--- src/rtl/boot_pkg.sv ---
// Shared definitions for the UART boot loader: controller states and the
// protocol bytes exchanged with the host.
package boot_pkg;

   typedef enum logic [2:0] {
      WAIT_SYNC,
      LEN_LO,
      LEN_HI,
      DATA,
      CHECK,
      SEND,
      RUN,
      HALT
   } boot_state_t;

   localparam logic [7:0] SYNC_BYTE = 8'hA5;
   localparam logic [7:0] ACK_BYTE  = 8'h06;
   localparam logic [7:0] NAK_BYTE  = 8'h15;

   // States in which the host owes us another byte and the byte timeout applies
   function automatic logic in_transfer(input boot_state_t s);
      return (s == LEN_LO) || (s == LEN_HI) || (s == DATA) || (s == CHECK);
   endfunction

endpackage

--- src/rtl/boot_timer.sv ---
// Loadable down-counter that saturates at zero and flags expiry while zero.
// Reset preloads INIT_VALUE so the boot-wait window starts right out of reset.
module boot_timer #(
   parameter int               WIDTH      = 8,
   parameter logic [WIDTH-1:0] INIT_VALUE = '0
) (
   input  logic             clk,
   input  logic             reset,
   input  logic             load,
   input  logic [WIDTH-1:0] load_value,
   input  logic             enable,
   output logic             expired
);

   logic [WIDTH-1:0] count_reg;

   always_ff @(posedge clk) begin
      if (!reset) begin
         count_reg <= INIT_VALUE;
      end else if (load) begin
         count_reg <= load_value;
      end else if (enable && (count_reg != '0)) begin
         count_reg <= count_reg - 1'b1;
      end
   end

   assign expired = (count_reg == '0);

endmodule

--- src/rtl/boot_loader_ctrl.sv ---
// UART boot loader: receives a length-prefixed, XOR-checksummed program image,
// writes it word by word into program memory and holds the core until done.
module boot_loader_ctrl
   import boot_pkg::*;
#(
   parameter int MEMORY_SIZE         = 2048,
   parameter int BOOT_WAIT_CYCLES    = 25000000,
   parameter int BYTE_TIMEOUT_CYCLES = 2500000
) (
   input  logic                           clk,
   input  logic                           reset,
   input  logic                           rx_valid,
   input  logic [7:0]                     rx_data,
   input  logic                           tx_ready,
   output logic                           tx_valid,
   output logic [7:0]                     tx_data,
   output logic                           mem_we,
   output logic [$clog2(MEMORY_SIZE)-1:0] mem_addr,
   output logic [31:0]                    mem_wdata,
   output logic                           cpu_reset,
   output logic                           boot_done,
   output logic                           boot_error
);

   localparam int AW      = $clog2(MEMORY_SIZE);
   localparam int MAX_CYC = (BOOT_WAIT_CYCLES > BYTE_TIMEOUT_CYCLES) ?
                            BOOT_WAIT_CYCLES : BYTE_TIMEOUT_CYCLES;
   localparam int TW      = $clog2(MAX_CYC + 1);

   boot_state_t       state_reg, state_next;
   logic [15:0]       len_reg, len_next;
   logic [15:0]       word_idx_reg, word_idx_next;
   logic [1:0]        byte_cnt_reg, byte_cnt_next;
   logic [23:0]       shift_reg, shift_next;
   logic [7:0]        csum_reg, csum_next;
   logic [7:0]        tx_byte_reg, tx_byte_next;
   logic              error_reg, error_next;
   logic              failed_reg, failed_next;
   logic              mem_we_reg, mem_we_next;
   logic [AW-1:0]     mem_addr_reg, mem_addr_next;
   logic [31:0]       mem_wdata_reg, mem_wdata_next;

   logic              tmr_load, tmr_enable, tmr_expired;
   logic [TW-1:0]     tmr_value;
   logic [15:0]       len_word;

   assign len_word = {rx_data, len_reg[7:0]};

   // One timer covers both the post-reset boot window and the inter-byte timeout
   boot_timer #(
      .WIDTH      (TW),
      .INIT_VALUE (TW'(BOOT_WAIT_CYCLES - 1))
   ) u_timer (
      .clk        (clk),
      .reset      (reset),
      .load       (tmr_load),
      .load_value (tmr_value),
      .enable     (tmr_enable),
      .expired    (tmr_expired)
   );

   always_ff @(posedge clk) begin
      if (!reset) begin
         state_reg     <= WAIT_SYNC;
         len_reg       <= '0;
         word_idx_reg  <= '0;
         byte_cnt_reg  <= '0;
         shift_reg     <= '0;
         csum_reg      <= '0;
         tx_byte_reg   <= '0;
         error_reg     <= 1'b0;
         failed_reg    <= 1'b0;
         mem_we_reg    <= 1'b0;
         mem_addr_reg  <= '0;
         mem_wdata_reg <= '0;
      end else begin
         state_reg     <= state_next;
         len_reg       <= len_next;
         word_idx_reg  <= word_idx_next;
         byte_cnt_reg  <= byte_cnt_next;
         shift_reg     <= shift_next;
         csum_reg      <= csum_next;
         tx_byte_reg   <= tx_byte_next;
         error_reg     <= error_next;
         failed_reg    <= failed_next;
         mem_we_reg    <= mem_we_next;
         mem_addr_reg  <= mem_addr_next;
         mem_wdata_reg <= mem_wdata_next;
      end
   end

   always_comb begin
      state_next     = state_reg;
      len_next       = len_reg;
      word_idx_next  = word_idx_reg;
      byte_cnt_next  = byte_cnt_reg;
      shift_next     = shift_reg;
      csum_next      = csum_reg;
      tx_byte_next   = tx_byte_reg;
      error_next     = error_reg;
      failed_next    = failed_reg;
      mem_we_next    = 1'b0;
      mem_addr_next  = mem_addr_reg;
      mem_wdata_next = mem_wdata_reg;
      tmr_load       = 1'b0;
      tmr_value      = TW'(BYTE_TIMEOUT_CYCLES - 1);
      tmr_enable     = in_transfer(state_reg);

      case (state_reg)
         WAIT_SYNC: begin
            tmr_enable = !failed_reg;
            if (rx_valid && (rx_data == SYNC_BYTE)) begin
               state_next = LEN_LO;
               csum_next  = '0;
               error_next = 1'b0;
               tmr_load   = 1'b1;
            end else if (!failed_reg && tmr_expired) begin
               state_next = RUN;
            end
         end
         LEN_LO: begin
            if (rx_valid) begin
               len_next   = {8'h00, rx_data};
               state_next = LEN_HI;
            end
         end
         LEN_HI: begin
            if (rx_valid) begin
               len_next      = len_word;
               word_idx_next = '0;
               byte_cnt_next = '0;
               if ({16'd0, len_word} > 32'(MEMORY_SIZE)) begin
                  tx_byte_next = NAK_BYTE;
                  error_next   = 1'b1;
                  state_next   = SEND;
               end else if (len_word == 16'd0) begin
                  state_next = CHECK;
               end else begin
                  state_next = DATA;
               end
            end
         end
         DATA: begin
            if (rx_valid) begin
               csum_next     = csum_reg ^ rx_data;
               shift_next    = {rx_data, shift_reg[23:8]};
               byte_cnt_next = byte_cnt_reg + 2'd1;
               // Fourth byte completes a little-endian word
               if (byte_cnt_reg == 2'd3) begin
                  mem_we_next    = 1'b1;
                  mem_wdata_next = {rx_data, shift_reg};
                  mem_addr_next  = word_idx_reg[AW-1:0];
                  word_idx_next  = word_idx_reg + 16'd1;
                  if (word_idx_reg == (len_reg - 16'd1)) begin
                     state_next = CHECK;
                  end
               end
            end
         end
         CHECK: begin
            if (rx_valid) begin
               tx_byte_next = (rx_data == csum_reg) ? ACK_BYTE : NAK_BYTE;
               error_next   = (rx_data != csum_reg);
               state_next   = SEND;
            end
         end
         SEND: begin
            if (tx_ready) begin
               state_next = error_reg ? HALT : RUN;
            end
         end
         HALT: begin
            failed_next = 1'b1;
            state_next  = WAIT_SYNC;
         end
         default: begin
            state_next = state_reg;
         end
      endcase

      if (in_transfer(state_reg)) begin
         if (rx_valid) begin
            tmr_load = 1'b1;
         end else if (tmr_expired) begin
            tx_byte_next = NAK_BYTE;
            error_next   = 1'b1;
            state_next   = SEND;
         end
      end
   end

   always_comb begin
      tx_valid  = (state_reg == SEND);
      cpu_reset = (state_reg != RUN);
      boot_done = (state_reg == RUN);
   end

   assign tx_data    = tx_byte_reg;
   assign mem_we     = mem_we_reg;
   assign mem_addr   = mem_addr_reg;
   assign mem_wdata  = mem_wdata_reg;
   assign boot_error = error_reg;

endmodule

--- config.mk ---
export PLATFORM = sky130hd
export DESIGN_NAME = boot_loader_ctrl
export DESIGN_NICKNAME = d
export VERILOG_FILES = /design/src/rtl/boot_pkg.sv /design/src/rtl/boot_timer.sv /design/src/rtl/boot_loader_ctrl.sv
export SDC_FILE = /design/constraint.sdc
export NUM_CORES = 1
export LEC_CHECK = 0
export ABC_AREA = 1
export ABC_CLOCK_PERIOD_IN_PS = 2100
export CORE_MARGIN = 4
export CORE_UTILIZATION = 59
export CTS_BUF_LIST = sky130_fd_sc_hd__clkbuf_2 sky130_fd_sc_hd__clkbuf_4 sky130_fd_sc_hd__clkbuf_8
export DETAILED_ROUTE_END_ITERATION = 10
export PLACE_DENSITY = 0.82
export SLEW_MARGIN = 0
export SYNTH_ARGS = -nofsm -noshare
export SYNTH_HDL_FRONTEND = slang
export SYNTH_SLANG_ARGS = --single-unit
--- constraint.sdc ---
create_clock -name clk -period 2.1 [get_ports clk]
set_input_delay 0.63 -clock clk [delete_from_list [all_inputs] [get_ports clk]]
set_output_delay 0.63 -clock clk [all_outputs]
set_load 0.02 [all_outputs]
# Yosys cells after proc, flatten, opt, wreduce, memory -nomap -nowiden
# Cells that the tools add are included.
[totals]
regBits = 148
input_bits = 12
out_inout_bits = 56
word_cells = 118
[op_classes]
n_addsub = 4
order_cmp = 1
eq_ne = 18
muxes = 53
n_bitwise = 3
reduce_logical = 24
[op_table]
columns = ["cell", "n"]
rows = [
  ["$mux 16", 5],
  ["$mux 8", 8],
  ["$pmux 16 s2", 2],
  ["$mux 25", 2],
  ["$mux 3", 14],
  ["$pmux 8 s2", 2],
  ["$logic_not 25->1", 1],
  ["$reduce_bool 25->1", 1],
  ["$sub 25x1->25 const B", 1],
  ["$pmux 3 s7", 1],
  ["$reduce_and 3->1", 6],
  ["$add 16x1->16 const B", 1],
  ["$eq 16x16->1", 1],
  ["$gt 16x12->1 const B", 1],
  ["$logic_not 16->1", 1],
  ["$sub 16x1->16 const B", 1],
  ["$mux 1", 14],
  ["$eq 3x3->1 const B", 4],
  ["$eq 8x8->1", 1],
  ["$eq 8x8->1 const B", 1],
  ["$ne 2x2->1 const B", 4],
  ["$ne 8x8->1", 1],
  ["$reduce_bool 2->1", 4],
  ["$xor 8x8->8", 1],
  ["18 further kinds", 25],
]

# Depth between registers and ports, before layout
# Gate-level depths: netlist of run 1.
[logic_depth]
ltp_word = 9
depth_mapped = 16
mapped_depth_nobuf = 16

# By module
# A second synthesis of run 1 with hierarchy kept.
[unflattened]
hier_cells = 1047
hier_area_um2 = 7338.3
[by_module_without_submodules]
columns = ["mod", "n_inst", "cells_each", "area_per_inst_um2", "seq_area_each_um2"]
rows = [
  ["boot_loader_ctrl", 1, 749, 5579.1, 2462.4],
  ["boot_timer", 1, 298, 1759.2, 500.5],
]

# Worst setup path before layout of run 1
# Ideal clock, no wire load.
[synth_timing]
path_type = "input to register"
start = "input rx_data[0]"
end = "register u_timer.count_reg[24]"
setup_time_ns = 0.132
t_arrival_ns = 1.761
required_time_ns = 1.968
setup_slack_ns = 0.208
cell_stages = 11
n_path_buf = 2
path_cell_list = "clkbuf_2 nand2_1 nor3_1 nand2_1 nor2_1 nor2_1 nor2_2 nor2_2 buf_4 o21ai_0 o21ai_1"
[synth_between]
elab_chain_cells = 7
word_cells_on_any_way = 8
cone_classes = "eq/ne: 1; mux: 5; reduce/logical: 2"
[synth_lines]
columns = ["element", "line_no", "source"]
rows = [
  ["start: declaration", "boot_loader_ctrl.sv:13", "input logic [7:0] rx_data,"],
  ["$eq 8x8->1 (*)", "boot_loader_ctrl.sv:112", "if (rx_valid && (rx_data == SYNC_BYTE)) begin"],
  ["$logic_and 1x1->1 (*)", "boot_loader_ctrl.sv:112", ""],
  ["$mux 1 (*)", "boot_loader_ctrl.sv:112", ""],
  ["$mux 1 (*)", "boot_loader_ctrl.sv:109", "case (state_reg)"],
  ["$mux 1", "boot_loader_ctrl.sv:182", "if (rx_valid) begin"],
  ["$mux 1 (*)", "boot_loader_ctrl.sv:181", "if (in_transfer(state_reg)) begin"],
  ["$mux 25 or $reduce_bool 2->1 (tied branches)", "-", ""],
  ["end signal: assignment", "boot_timer.sv:21", "count_reg <= load_value;"],
  ["end signal: assignment", "boot_timer.sv:23", "count_reg <= count_reg - 1'b1;"],
  ["end: declaration", "boot_timer.sv:15", "logic [WIDTH-1:0] count_reg;"],
]
# Mark *: on every way between the ends. The rest lies on a longest branch, timed or not.
# A chain may end at the register's enable or synchronous reset.

# Worst setup path in the final report of run 1
[layout_timing]
start = "register tx_byte_reg[3] (netlist: tx_data[3])"
end = "output tx_data[3]"
[layout_rtl]
columns = ["element", "line_no", "source"]
rows = [
  ["start: declaration", "boot_loader_ctrl.sv:36", "logic [7:0] tx_byte_reg, tx_byte_next;"],
  ["start signal: assignment", "boot_loader_ctrl.sv:83", "tx_byte_reg <= tx_byte_next;"],
  ["end: declaration", "boot_loader_ctrl.sv:16", "output logic [7:0] tx_data,"],
]
# No word-level cell between the ends.

==> results.cfg, run 1 <==
[global_route]
grt_pass1_vias = 6397
grt_pass1_wl_microns = 29900
grt_max_degree = 84
grt_overflow = 0
grt_usage = 0.276
antenna_found_initial = 0

[floorplanning]
core_area_sq_um = 11500
start_util = 0.607
dieWidth_microns = 117
die_area_sq_um = 13600
fp-row-count = 39
pin_count = 68
die-height_microns = 117

[routing]
dr.pass1.iters = 5
wl_per_cell_microns = 14.7
wl_microns = 18700
via_per_inst = 5.48
route.detailed.drc = 0
drt-initial-drc-count = 589
antenna_left = 0
via_count = 6979

[pwr]
p_comb_frac = 0.045
p_leak_nw = 3.97
p_clk_frac = 0.410
total_power_mw = 5.20
p_seq_frac = 0.544
max-vdd-ir-drop_v = 0.000534
p_sw_frac = 0.239
power_density_nw_per_um2 = 592
power_switching_mw = 1.24
p_int_mw = 3.96

[cts]
cts.sinks = 148
cts-root-buf = clkbuf_8
cts_tree = yes
hold_buffers = 0
clockBufferDepth = 2
cts.clk_slew.worst_paths_ns = 0.08
htreeDepth = 4
numCtsBuffers = 17
clkLatencyLatePin_ns = 0.46

[final_layout]
areaGrowthSynthToFinish_pct = 25.7
final_util = 0.762
n_antenna_cell = 0
drive_above_1_share = 0.137
layout_common_cells = nand2_1, dfxtp_1, nor2_1
largest_register_ffs = 32
stdcell_count = 1274
mostFrequentLayoutCell = nand2_1
fin_nets = 1135

[placed_design]
port-buffer-count = 67
dp_cells = 1242
dp_hpwl_microns = 13500
place_congestion = 0.954

[synth]
synth_edf_count = 0
synth_area_per_cell_sq_um = 7.05
synth-seq-cells = 148
ys_types = 45
ys_async_sr_fraction = 0
syn_area_sq_um = 6990
synth_warnings = 0
seq_area_frac_synth = 0.424
yosys-top-cells-area = dfxtp_1, nand2_1, nor2_1
yosysTopAreaCell = dfxtp_1
yosys.area.top_type_share = 0.424
synth_fp_nets = 1008
netlist_instances = 991
synthFlopType = dfxtp_1

[status]
status = complete, no violations

[setup_path]
critPathMaxFanout = 2
path_cells = clkdlybuf4s50_1
endpoint_kind = primary output
critical_path_required_ns = 1.47
critPathMaxStageDelay_ns = 0.64
cp.arrival_ns = 1.46
worstSetupStartpointType = flop
cp.depth = 1
reg2reg_from = state_reg[0]
slowest_stage = clkdlybuf4s50_1
reg2reg_depth = 12
reg2reg_slack_ns = 0.05
path_delay_family = buffers and inverters
worst-setup-path-type = flop to primary output
worst-path-buf-inv = 1
worstReg2RegEnd = u_timer.count_reg[1]

[timing]
period_share = 0.996
holdWs_ns = 0.435
worst_pin_slew_ns = 0.398
slew_headroom = 0.732
setup_viol = 0
finClkSkew_ns = 0.0140
drv_slew = 0
finalHoldViolCount = 0
fin_crit_ns = 2.09
fmax_ghz = 0.478

[min_path]
hold_start = tx_data[5]
hold_class = flop to flop
whs_endpoint = tx_data[5]
whs_path_depth = 2

[run]
maxCapViolations = 0
kinds of logic (layout without fill, tap and decap cells):
| kind of cell | count (synthesis) | after routing | synth area share |
|---|---|---|---|
| flops | 148 | 148 | 0.424 |
| buf+inv | 146 | 286 | 0.0817 |
| fa+ha+maj | 5 | 5 | 0.00895 |
| xor+xnor | 32 | 32 | 0.0401 |
| compound gates | 209 | 209 | 0.163 |
| simple gates | 451 | 451 | 0.282 |
Yosys cell counts, types with 4 or more instances:
library cell and instances:
clkbuf_1 28, a21oi_1 85, ha_1 5, nor3_1 18
dfxtp_1 148, xor2_1 17, nand4_1 18, nand3_1 72
nand2_1 188, inv_2 7, nand3b_1 4, nor2_1 126
buf_2 5, a211oi_1 9, xnor2_1 15, nor2_2 6
inv_1 98, o21ai_0 89, o211a_1 8, o21ai_1 6
metal layers:
layer  up-vias  routed length (microns)  GRT usage  part of all wire
met1      3198                     8060      0.350              0.43
met3        43                     1120     0.0699             0.060
met4         0                      469     0.0971             0.025
li1       3516                        -          -                 -
met2       222                     9070      0.458              0.48
met5         -                        0          0                 0
power groups by stage:
stage	combinational [mW]	sequential (mW)	clock, mW
5_1_grt	0.257	2.83	2.28
4_1_cts	0.228	2.83	2.14
3_3_place_gp	0.224	2.89	0
3_5_place_dp	0.226	2.89	0
6_report	0.236	2.83	2.13
2_1_floorplan	0.120	2.89	0
metrics by stage:
| step | cell area [sq um] | setup WS, ns | TNS (ns) |
|---|---|---|---|
| final | 8780 | 0.00799 | 0 |
| after global routing | 8780 | -0.0576 | -0.180 |
| after CTS | 8700 | -0.00950 | -0.00950 |
| after detailed placement | 8310 | -0.483 | -32.85 |
| after global placement | 8310 | -0.433 | -28.59 |
| after floorplan | 6990 | 0.208 | 0 |
area by class of cell:
cell class | count | area, sq um
flip-flops and latches | 148 | 2960
repair buffers | 147 | 1330
well taps | 143 | 179
fillers | 891 | 2740
multi-input cells | 697 | 3520
inverters | 107 | 402
clock buffers | 21 | 283
clock inverters | 11 | 103
how the worst max path moves through the flow:
stage | start | endpoint | slack, ns
finish | tx_data[3] | tx_data[3] | 0.008
global placement | rx_data[4] | u_timer.count_reg[2] | -0.43
floorplan | rx_data[0] | u_timer.count_reg[24] | 0.21
detailed placement | rx_data[1] | u_timer.count_reg[1] | -0.48
CTS | rx_data[1] | u_timer.count_reg[1] | -0.009
global route | state_reg[0] | u_timer.count_reg[1] | -0.06
tightest hold or removal path, stage by stage (launching register included):
cell,delay [ns]
dfxtp_1,0.31
nand2_1,0.06
nor2_1,0.03
repair_timing:
action                                  4_1_cts  5_1_grt
gates resized for setup                       7       31
pin swaps                                     0        2
endpoints found under the setup margin        4       38
setup buffers                                 0        0
No activity file was read; power rests on OpenSTA's default activity.
==> run 2: changes to the inputs <==
--- a/config.mk
+++ b/config.mk
@@ -7,11 +7,13 @@
 export LEC_CHECK = 0
 export ABC_AREA = 1
 export ABC_CLOCK_PERIOD_IN_PS = 2100
+export CELL_PAD_IN_SITES_DETAIL_PLACEMENT = 0
+export CELL_PAD_IN_SITES_GLOBAL_PLACEMENT = 1
 export CORE_MARGIN = 4
-export CORE_UTILIZATION = 59
+export CORE_UTILIZATION = 43
 export CTS_BUF_LIST = sky130_fd_sc_hd__clkbuf_2 sky130_fd_sc_hd__clkbuf_4 sky130_fd_sc_hd__clkbuf_8
 export DETAILED_ROUTE_END_ITERATION = 10
-export PLACE_DENSITY = 0.82
+export PLACE_DENSITY = 0.87
 export SLEW_MARGIN = 0
 export SYNTH_ARGS = -nofsm -noshare
 export SYNTH_HDL_FRONTEND = slang
==> constraint.sdc (replaced) <==
create_clock -name clk -period 2.1 [get_ports clk]
set_input_delay 0.63 -clock clk [delete_from_list [all_inputs] [get_ports clk]]
set_output_delay 0.63 -clock clk [all_outputs]
set_load 0.01 [all_outputs]
==> run 2 against run 1 <==
Effect of this change: wire length increased by 2.9%; flip-flop and latch count unchanged; first-iteration DRC count down 1.9%; highest routed layer unchanged; combinational power increased by 3%.
==> results.cfg, run 2 (same netlist as run 1, synthesis figures left out) <==
[routing]
antenna_left = 0
wl_per_cell_microns = 14.3
route.detailed.drc = 0
drt-initial-drc-count = 578
via_count = 6827
via_per_inst = 5.06
wl_microns = 19300
dr.pass1.iters = 7

[timing]
finalHoldViolCount = 0
period_share = 0.967
drv_slew = 0
setup_viol = 0
slew_headroom = 0.716
fin_crit_ns = 2.03
fin_setup_tns_ns = 0
worst_pin_slew_ns = 0.423
finClkSkew_ns = 0.0146
fmax_ghz = 0.493

[placed_design]
port-buffer-count = 67
place_congestion = 0.868
dp_hpwl_microns = 14000
placed_area_sq_um = 8380

[run]
maxCapViolations = 0

[pwr]
total_power_mw = 5.38
p_leak_nw = 3.90
power_density_nw_per_um2 = 601
max-vdd-ir-drop_v = 0.000402

[setup_path]
critPathMaxFanout = 4
critical_path_required_ns = 1.47
worstReg2RegEnd = tx_data[5]
reg2reg_slack_ns = 0.15
worst-path-buf-inv = 1
worst-setup-path-type = flop to primary output
cp.arrival_ns = 1.40
path_delay_family = buffers and inverters
reg2reg_from = state_reg[0]
slowest_stage = clkdlybuf4s50_1
endpoint_kind = primary output
worstSetupStartpointType = flop
critPathMaxStageDelay_ns = 0.56
reg2reg_depth = 10
path_cells = clkdlybuf4s50_1

[final_layout]
fin_nets = 1138
stdcell_area_sq_um = 8960
layout_common_cells = nand2_1, dfxtp_1, nor2_1
drive_above_1_share = 0.149
n_antenna_cell = 0
areaGrowthSynthToFinish_pct = 28.3
largest_register_ffs = 32
mostFrequentLayoutCell = nand2_1

[floorplanning]
dieWidth_microns = 135
fp-row-count = 46
die_area_sq_um = 18400
pin_count = 68
die-height_microns = 135
start_util = 0.440
core_area_sq_um = 15900

[cts]
cts-root-buf = clkbuf_8
htreeDepth = 4
clkLatencyLatePin_ns = 0.46
hold_buffers = 0
numCtsBuffers = 17
cts.sinks = 148
cts.clk_slew.worst_paths_ns = 0.09
cts_tree = yes
clockBufferDepth = 2

[min_path]
whs_endpoint = tx_data[5]
hold_start = tx_data[5]
whs_path_depth = 2
hold_class = flop to flop

[global_route]
grt_pass1_wl_microns = 31200
grt_overflow = 0
grt_max_degree = 84
grt_usage = 0.211
grt_pass1_vias = 6251
antenna_found_initial = 0

[status]
status = complete, no violations
## run 2: cell count changes in the layout (fill, tap and decap cells not counted), moves of 3 or more
cell and delta:
nor2_1 -8, inv_6 +6, nor2_2 +5, buf_4 +3
dlygate4sd2_1 +3, nor2_4 +3
## run 2: per-stage QoR
stage | utilization | cells | setup WS (ns) | hold slack, ns
2_1_floorplan | - | 991 | 0.208 | 0.429
3_3_place_gp | 0.527 | 1313 | -0.529 | 0.426
3_5_place_dp | 0.527 | 1313 | -0.537 | 0.428
4_1_cts | 0.554 | 1345 | -0.0135 | 0.444
5_1_grt | 0.564 | 1350 | -0.0273 | 0.457
6_report | 0.564 | 1350 | 0.0702 | 0.441
## run 2: how the worst max path moves through the flow
stage	start	end	slack (ns)	cells past startpoint
after floorplan	rx_data[0]	u_timer.count_reg[24]	0.21	11
after global placement	rx_data[3]	u_timer.count_reg[2]	-0.53	12
after detailed placement	rx_data[2]	u_timer.count_reg[20]	-0.54	10
after CTS	rx_data[3]	u_timer.count_reg[2]	-0.01	12
after global routing	state_reg[0]	cpu_reset	-0.03	5
final	boot_error	boot_error	0.07	1
## run 2: area by class of cell
| cell class | instances | area [sq um] |
|---|---|---|
| inverters | 107 | 402 |
| well taps | 216 | 270 |
| flip-flops and latches | 148 | 2970 |
| multi-input cells | 697 | 3560 |
| repair buffers | 150 | 1350 |
| clock buffers | 18 | 248 |
| fillers | 1580 | 6920 |
| clock inverters | 14 | 163 |
## run 2: where the power goes
part           switching (mW)  internal (mW)  total (mW)
Sequential             0.0115           2.82        2.83
Combinational           0.149         0.0939       0.243
Clock                    1.19           1.12        2.31
Total                    1.35           4.03        5.38
## run 2: per-layer routing
layer  track usage  share of wire  routed length [microns]  vias to the layer above
met2         0.351           0.48                     9220                      150
met1         0.280           0.46                     8860                     3137
met3        0.0360          0.042                      815                       30
li1              -              -                        -                     3510
met5             0              0                        0                        -
met4        0.0655          0.019                      372                        0
## run 2: what timing repair did
action | 4_1_cts | 5_1_grt
pin swaps | 0 | 8
gates cloned | 0 | 0
resized for setup | 9 | 39
setup endpoints to repair | 8 | 35
setup buffers | 0 | 5
